$ cat config.mk
export PLATFORM = sky130hd
export DESIGN_NAME = vector_lane_dispatch
export DESIGN_NICKNAME = d
export VERILOG_FILES = /design/src/rtl/vector_lane_dispatch.sv
export SDC_FILE = /design/constraint.sdc
export NUM_CORES = 1
export LEC_CHECK = 0
export BUFFER_PORTS_ARGS = -buffer_cell sky130_fd_sc_hd__buf_4
export CAP_MARGIN = 20
export CORE_UTILIZATION = 46
export CTS_CLUSTER_DIAMETER = 100
export DETAILED_ROUTE_END_ITERATION = 12
export PLACE_DENSITY = 0.79
export SLEW_MARGIN = 20
export SYNTH_ARGS = -nofsm -noshare
export SYNTH_HDL_FRONTEND = slang
export SYNTH_SLANG_ARGS = --single-unit
$ cat constraint.sdc
create_clock -name clk_i -period 1.6 [get_ports clk_i]
set_input_delay 0.08 -clock clk_i [delete_from_list [all_inputs] [get_ports clk_i]]
set_output_delay 0.08 -clock clk_i [all_outputs]
set_load 0.1 [all_outputs]
$ cat src/rtl/vector_lane_dispatch.sv
`default_nettype none
// vector_lane_dispatch: broadcasts one vector command to every lane, then waits
// for all lane completion pulses (or a watchdog expiry) and reports done.
module vector_lane_dispatch #(
  parameter int els_p      = 32,
  parameter int vlen_p     = 8,
  parameter int vdw_p      = 32,
  parameter int lanes_p    = 4,
  parameter int op_width_p = 3,
  parameter int timeout_p  = 64,
  localparam int v_addr_width_lp = $clog2(els_p)
) (
  input  logic                       clk_i,
  input  logic                       reset,
  input  logic                       cmd_v_i,
  output logic                       cmd_ready_o,
  input  logic [op_width_p-1:0]      cmd_op_i,
  input  logic [v_addr_width_lp-1:0] cmd_vd_i,
  input  logic [v_addr_width_lp-1:0] cmd_vs1_i,
  input  logic [v_addr_width_lp-1:0] cmd_vs2_i,
  input  logic [vdw_p-1:0]           cmd_scalar_i,
  output logic                       lane_start_o,
  output logic [op_width_p-1:0]      lane_op_o,
  output logic [v_addr_width_lp-1:0] lane_vd_o,
  output logic [v_addr_width_lp-1:0] lane_vs1_o,
  output logic [v_addr_width_lp-1:0] lane_vs2_o,
  output logic [vdw_p-1:0]           lane_scalar_o,
  input  logic [lanes_p-1:0]         lane_v_i,
  output logic                       busy_o,
  output logic                       done_v_o,
  output logic [v_addr_width_lp-1:0] done_vd_o,
  output logic                       done_err_o
);

  localparam int timer_width_lp = $clog2(timeout_p);
  localparam logic [timer_width_lp-1:0] timer_max_lp = timer_width_lp'(timeout_p - 1);

  // The watchdog must outlast the slowest legitimate lane completion.
  if (timeout_p < vlen_p / lanes_p + 2) begin : g_timeout_check
    $error("timeout_p too small for vlen_p/lanes_p");
  end

  typedef enum logic [1:0] {
    IDLE  = 2'd0,
    ISSUE = 2'd1,
    WAIT  = 2'd2,
    DONE  = 2'd3
  } state_e;

  state_e                    state, state_next;
  logic [lanes_p-1:0]        mask, mask_next, mask_merged;
  logic [timer_width_lp-1:0] timer, timer_next;
  logic                      err, err_next;
  logic                      accept;

  assign cmd_ready_o  = (state == IDLE);
  assign busy_o       = (state != IDLE);
  assign lane_start_o = (state == ISSUE);
  assign done_v_o     = (state == DONE);
  assign done_err_o   = (state == DONE) & err;
  assign done_vd_o    = lane_vd_o;
  assign accept       = cmd_v_i & cmd_ready_o;

  always_comb begin
    state_next  = state;
    mask_next   = mask;
    timer_next  = timer;
    err_next    = err;
    mask_merged = mask | lane_v_i;
    case (state)
      IDLE: begin
        if (cmd_v_i) state_next = ISSUE;
      end
      ISSUE: begin
        mask_next  = '0;
        timer_next = '0;
        err_next   = 1'b0;
        state_next = WAIT;
      end
      WAIT: begin
        mask_next = mask_merged;
        // Full completion takes priority over a simultaneous expiry.
        if (&mask_merged) begin
          err_next   = 1'b0;
          state_next = DONE;
        end else if (timer == timer_max_lp) begin
          err_next   = 1'b1;
          state_next = DONE;
        end else begin
          timer_next = timer + 1'b1;
        end
      end
      DONE: begin
        state_next = IDLE;
      end
      default: begin
        state_next = IDLE;
      end
    endcase
  end

  always_ff @(posedge clk_i) begin
    if (reset) begin
      state         <= IDLE;
      mask          <= '0;
      timer         <= '0;
      err           <= 1'b0;
      lane_op_o     <= '0;
      lane_vd_o     <= '0;
      lane_vs1_o    <= '0;
      lane_vs2_o    <= '0;
      lane_scalar_o <= '0;
    end else begin
      state <= state_next;
      mask  <= mask_next;
      timer <= timer_next;
      err   <= err_next;
      if (accept) begin
        lane_op_o     <= cmd_op_i;
        lane_vd_o     <= cmd_vd_i;
        lane_vs1_o    <= cmd_vs1_i;
        lane_vs2_o    <= cmd_vs2_i;
        lane_scalar_o <= cmd_scalar_i;
      end
    end
  end

endmodule
`default_nettype wire

Word-level counts from Yosys, hierarchy flattened --
Index checks and enable logic that the tools add are counted. W data, S select, Z words.
Word-level totals: logic and storage cells 39, output and inout bits 60, input port bits 57, flip-flop bits (word level) 63
Operators by class: reduce and logical (&&, ||, !) cells 7, $add $sub $neg 1, muxes and demuxes 11, bitwise operators 3, equality and inequality tests 8
Operator list (number):
- $mux W6 | 2
- $pmux W6 S2 | 1
- $pmux W2 S4 | 1
- $pmux W4 S2 | 1
- $add A6 B1 Y6 const B | 1
- $eq A6 B6 Y1 const B | 1
- $mux W2 | 3
- $ne A2 B2 Y1 const B | 3
- $eq A2 B2 Y1 const B | 2
- $or A4 B4 Y4 | 1
- $reduce_and A2 Y1 | 2
- $reduce_and A4 Y1 | 1
- $reduce_bool A2 Y1 | 2
- $ne A3 B3 Y1 const B | 1
- $reduce_and A3 Y1 | 1
- $and A1 B1 Y1 | 2
- $eq A2 B1 Y1 const B | 1
- $logic_not A2 Y1 | 1
- $mux W1 | 2
- $pmux W1 S2 | 1

Depth between registers and ports, before layout --
word-level depth 4, mapped depth 7

Least setup slack after synthesis --
No wires, ideal clock.
path type reg2reg, from register state[0], to register lane_vd_o[0] (netlist: done_vd_o[0]), cell stages (with the launch flop) 8, library setup time 0.070 ns, data arrival time 2.109 ns, period minus slack after synthesis 2.180 ns, slack -0.580 ns, cell sequence dfxtp_1 > inv_1 > ha_1 > and2_1 > clkbuf_1 > clkbuf_1 > nand2_1 > a21oi_1
On the way: cells in the longest elaborated chain, start to end 2
Ends and longest elaborated chain:
- start, declared | RTL line 50 | state_e state, state_next;
- start signal, assigned | RTL line 114 | state <= state_next;
- $logic_not A2 Y1 | RTL line 56 | assign cmd_ready_o = (state == IDLE);
- via cmd_ready_o | RTL line 16 | output logic cmd_ready_o,
- $and A1 B1 Y1 | RTL line 62 | assign accept = cmd_v_i & cmd_ready_o;
- end signal, assigned | RTL line 120 | lane_vd_o <= cmd_vd_i;
- end, declared | RTL line 24 | output logic [v_addr_width_lp-1:0] lane_vd_o,
The timed path passes the listed nets, and every way through them passes these cells. A chain may end at the register's enable or synchronous reset.

Final worst setup path --
from register state[0], to register state[0]
On the way: cells in the longest elaborated chain, start to end 3, elaborated cells on any way between the ends 8
Ends and longest elaborated chain:
- $eq A2 B2 Y1 / $logic_not A2 Y1 (equally long branches) | RTL line 70 | case (state)
- $ne A3 B3 Y1 (no source line) / $ne A2 B2 Y1 (equally long branches)
- $reduce_and A2 Y1 (no source line)
Parallel ways exist; a longest one is shown, timed or not.

==> reports/qor.json <==
{
  "timing.final.hold_violations": 0,
  "vias_per_cell": 5.02,
  "crit_path_cell_trace": "inv_1 > ha_4 > nor2b_1 > nor3_1 > a2111oi_0",
  "reg2reg_from": "state[0]$_SDFFE_PP0P_",
  "critical-path-slowest-cell": "a2111oi_0",
  "tritoncts": "built",
  "post_synthesis_instance_area_um2": 2500,
  "antenna_cells": 0,
  "crit_arrival_ns": 1.79,
  "placed_inst_area_um2": 3450,
  "start_kind": "flop",
  "synth_cells": 310,
  "globalRouteTotalUtil_pct": 24.4,
  "async_reset_ff_share_pct": 0,
  "critical_path_required_ns": 1.81,
  "setup-violations-final": 0,
  "cts_root_buffer": "clkbuf_8",
  "synth.largest_area_cell": "dfxtp_1",
  "ys_top_cells_by_count": "nand2_1 (108), dfxtp_1 (63), a21oi_1 (54)",
  "io_buffer_count": 116,
  "vdd_ir_drop_max_v": 0.00135,
  "instances_no_fill": 537,
  "place.detailed.instances": 479,
  "clock-skew-final_ns": 0.00590,
  "place.detailed.hpwl_mm": 4.23,
  "tightestPinTransition_ns": 0.371,
  "placement_rows": 26,
  "drv_slew": 0,
  "clk_transition_reported_paths_ns": 0.07,
  "ys.flop_type": "dfxtp_1",
  "number_of_drc_violations_after_detailed_routing_iteration_0": 139,
  "routed_wl_mm": 7.29,
  "synthToLayoutAreaGrowth_pct": 63.4,
  "period_share_pct": 98.9,
  "run_status": "finished, final reports clean",
  "synth_largest_type_area_fraction_pct": 50.4,
  "cts_inserted_buffers": 9,
  "design.die.area_um2": 5740,
  "synth_most_common_cell": "nand2_1",
  "fp.coreArea_um2": 5170,
  "maxClockFrequency_ghz": 0.632,
  "finalWeightedCongestion": 0.843,
  "period_minus_ws_final_ns": 1.58,
  "cts_sinks": 63,
  "htree_num_levels": 3,
  "pre_cts_slack_ns": 0.00560,
  "final_cell_area_um2": 4090,
  "final_layout_size_suffix_gt1_share_pct": 32.8,
  "post-route-drc-count": 0,
  "grt_first_pass_wirelength_mm": 10.4,
  "die_span_in_y_um": 75.8,
  "ff2ff_path_depth": 5,
  "critical_path.max_stage_delay_ns": 0.40,
  "worstHoldEndpoint": "lane_scalar_o[10]$_SDFFE_PP0P_",
  "drt_first_pass_iters": 4,
  "worst-r2r-setup-slack_ns": 0.02,
  "synth.yosys.seq_area_share_pct": 50.4,
  "cts_max_path_buffers": 2,
  "hold_path.startpoint": "cmd_scalar_i[10]",
  "top_cells_by_area_in_the_synthesized_netlist": "dfxtp_1 (50%), nand2_1 (16%), a21oi_1 (11%), ha_1 (3.0%), o22ai_4 (2.4%)",
  "static-leakage-power_nw": 1.77,
  "synth_enable_flop_cells": 0,
  "drt-wirelength-per-cell_um": 13.6,
  "worst_hold_path.num_cells": 3,
  "path_class": "reg -> reg",
  "vias_in_the_first_global_route": 2465,
  "cp-end-kind": "flop",
  "clock_insertion_delay_worst_skew_ns": 0.33,
  "holdWs_ns": 0.00693,
  "critical_path_peak_fanout": 5,
  "yosysWarningCount": 0,
  "synth_nets": 373,
  "dr_total_vias": 2698,
  "synth.ff_latch_count": 63,
  "max_cap_viol_count": 0,
  "boundaryPins": 117,
  "fp.dieW_um": 75.8,
  "start_util_pct": 48.4,
  "synth_cell_type_count": 36,
  "pwr_per_cell_area_nw_per_um2": 1840,
  "final_nets": 525,
  "worst_case_setup_margin_in_the_final_layout_ns": 0.0170,
  "tightest_slew_margin_relative_to_the_limit_pct": 74.6,
  "overflow": 0,
  "detail-route-antenna-nets": 0,
  "r2r-end": "state[0]$_SDFFE_PP0P_",
  "hp-class": "in -> reg",
  "grt_start_max_net_pins": 51,
  "syn-mean-instance-area_um2": 8.08,
  "antenna_found_initial": 0
}
## cell usage in the layout (no fill, tap or decap), drive strengths merged, types with 2 or more instances in the layout
cell type | synthesis | layout
inv | 6 | 6
and2 | 3 | 3
nand3 | 3 | 3
a31oi | 3 | 3
ha | 6 | 6
nand2 | 108 | 108
clkinv | 0 | 2
dfxtp | 63 | 63
nor2 | 8 | 8
o211ai | 3 | 3
buf | 16 | 124
or2b | 2 | 2
nand2b | 2 | 2
nor3 | 2 | 2
o22ai | 3 | 3
o21ai | 5 | 5
clkbuf | 8 | 13
a21oi | 54 | 54
dlygate4sd3 | 0 | 41
## kinds of logic after synthesis
kind of cell | Yosys count | share of synthesized area [%]
flops | 63 | 50.4
mux | 1 | 0.400
buf+inv | 30 | 5.50
fa+ha+maj | 6 | 3.00
simple gates | 135 | 22.4
compound gates | 75 | 18.3
## worst max-delay path by stage
stage          depth (start not counted)             startpoint                         to  slack [ns]
4_1_cts                                5  state[1]$_SDFFE_PP0P_      timer[5]$_SDFFE_PP0P_       0.005
5_1_grt                                5  timer[0]$_SDFFE_PP0P_      state[0]$_SDFFE_PP0P_       -0.09
6_report                               5  state[0]$_SDFFE_PP0P_      state[0]$_SDFFE_PP0P_        0.02
3_3_place_gp                           5  state[1]$_SDFFE_PP0P_      timer[5]$_SDFFE_PP0P_        0.07
2_1_floorplan                          7  state[0]$_SDFFE_PP0P_  done_vd_o[0]$_SDFFE_PP0P_        0.03
3_5_place_dp                           5  state[1]$_SDFFE_PP0P_      timer[5]$_SDFFE_PP0P_       0.006
## layout make-up
cell class,count,area (um^2)
timing repair buffer,165,1370
clock inverter,3,40.0
clock buffer,13,169
fill,354,1080
tap,70,87.6
multi-input combinational,217,1140
sequential,63,1260
inverter,6,22.5
## timing repair
action | CTS | global route
hold buffers | 40 | 1
hold endpoints to repair | 40 | 1
setup buffers | 0 | 1
resized for setup | 0 | 5
endpoints found under the setup margin | 0 | 7
## layer usage
layer | global-route usage, % | up-vias | part of all wire (%)
met1 | 26.4 | 1241 | 39
met3 | 8.20 | 19 | 8.1
met4 | 13.2 | 0 | 2.2
met2 | 41.9 | 113 | 51
met5 | 0 | - | 0
li1 | - | 1325 | -
## worst max-delay path, delay by kind of cell (launching register included)
| kind | cells | cell delay, ns |
|---|---|---|
| buf+inv | 1 | 0.16 |
| flops | 1 | 0.31 |
| compound gates | 1 | 0.40 |
| simple gates | 2 | 0.38 |
| fa+ha+maj | 1 | 0.19 |
## registers in the layout, indices dropped and copies added (netlist names)
signal and count:
mask 4, timer 6, state 2, lane_op_o 3
lane_vs2_o 5, err 1, lane_vs1_o 5, lane_scalar_o 32
done_vd_o 5
## report_power, final
part / leakage [nW] / total, mW / switching [mW] / internal [mW]
clock: 0.109 / 1.44 / 0.592 / 0.843
sequential: 0.516 / 2.06 / 0.190 / 1.87
combinational: 1.14 / 4.02 / 3.05 / 0.970
## metrics by stage
step                total power, mW  util (%)  TNS, ns
floorplan                      5.16         -        0
finish                         7.51      79.1        0
detailed placement             5.98      66.6        0
global placement               5.94      66.6        0
global route                   7.81      79.1  -0.0949
CTS                            7.49      78.4        0
(Power assumes the default switching activity.)
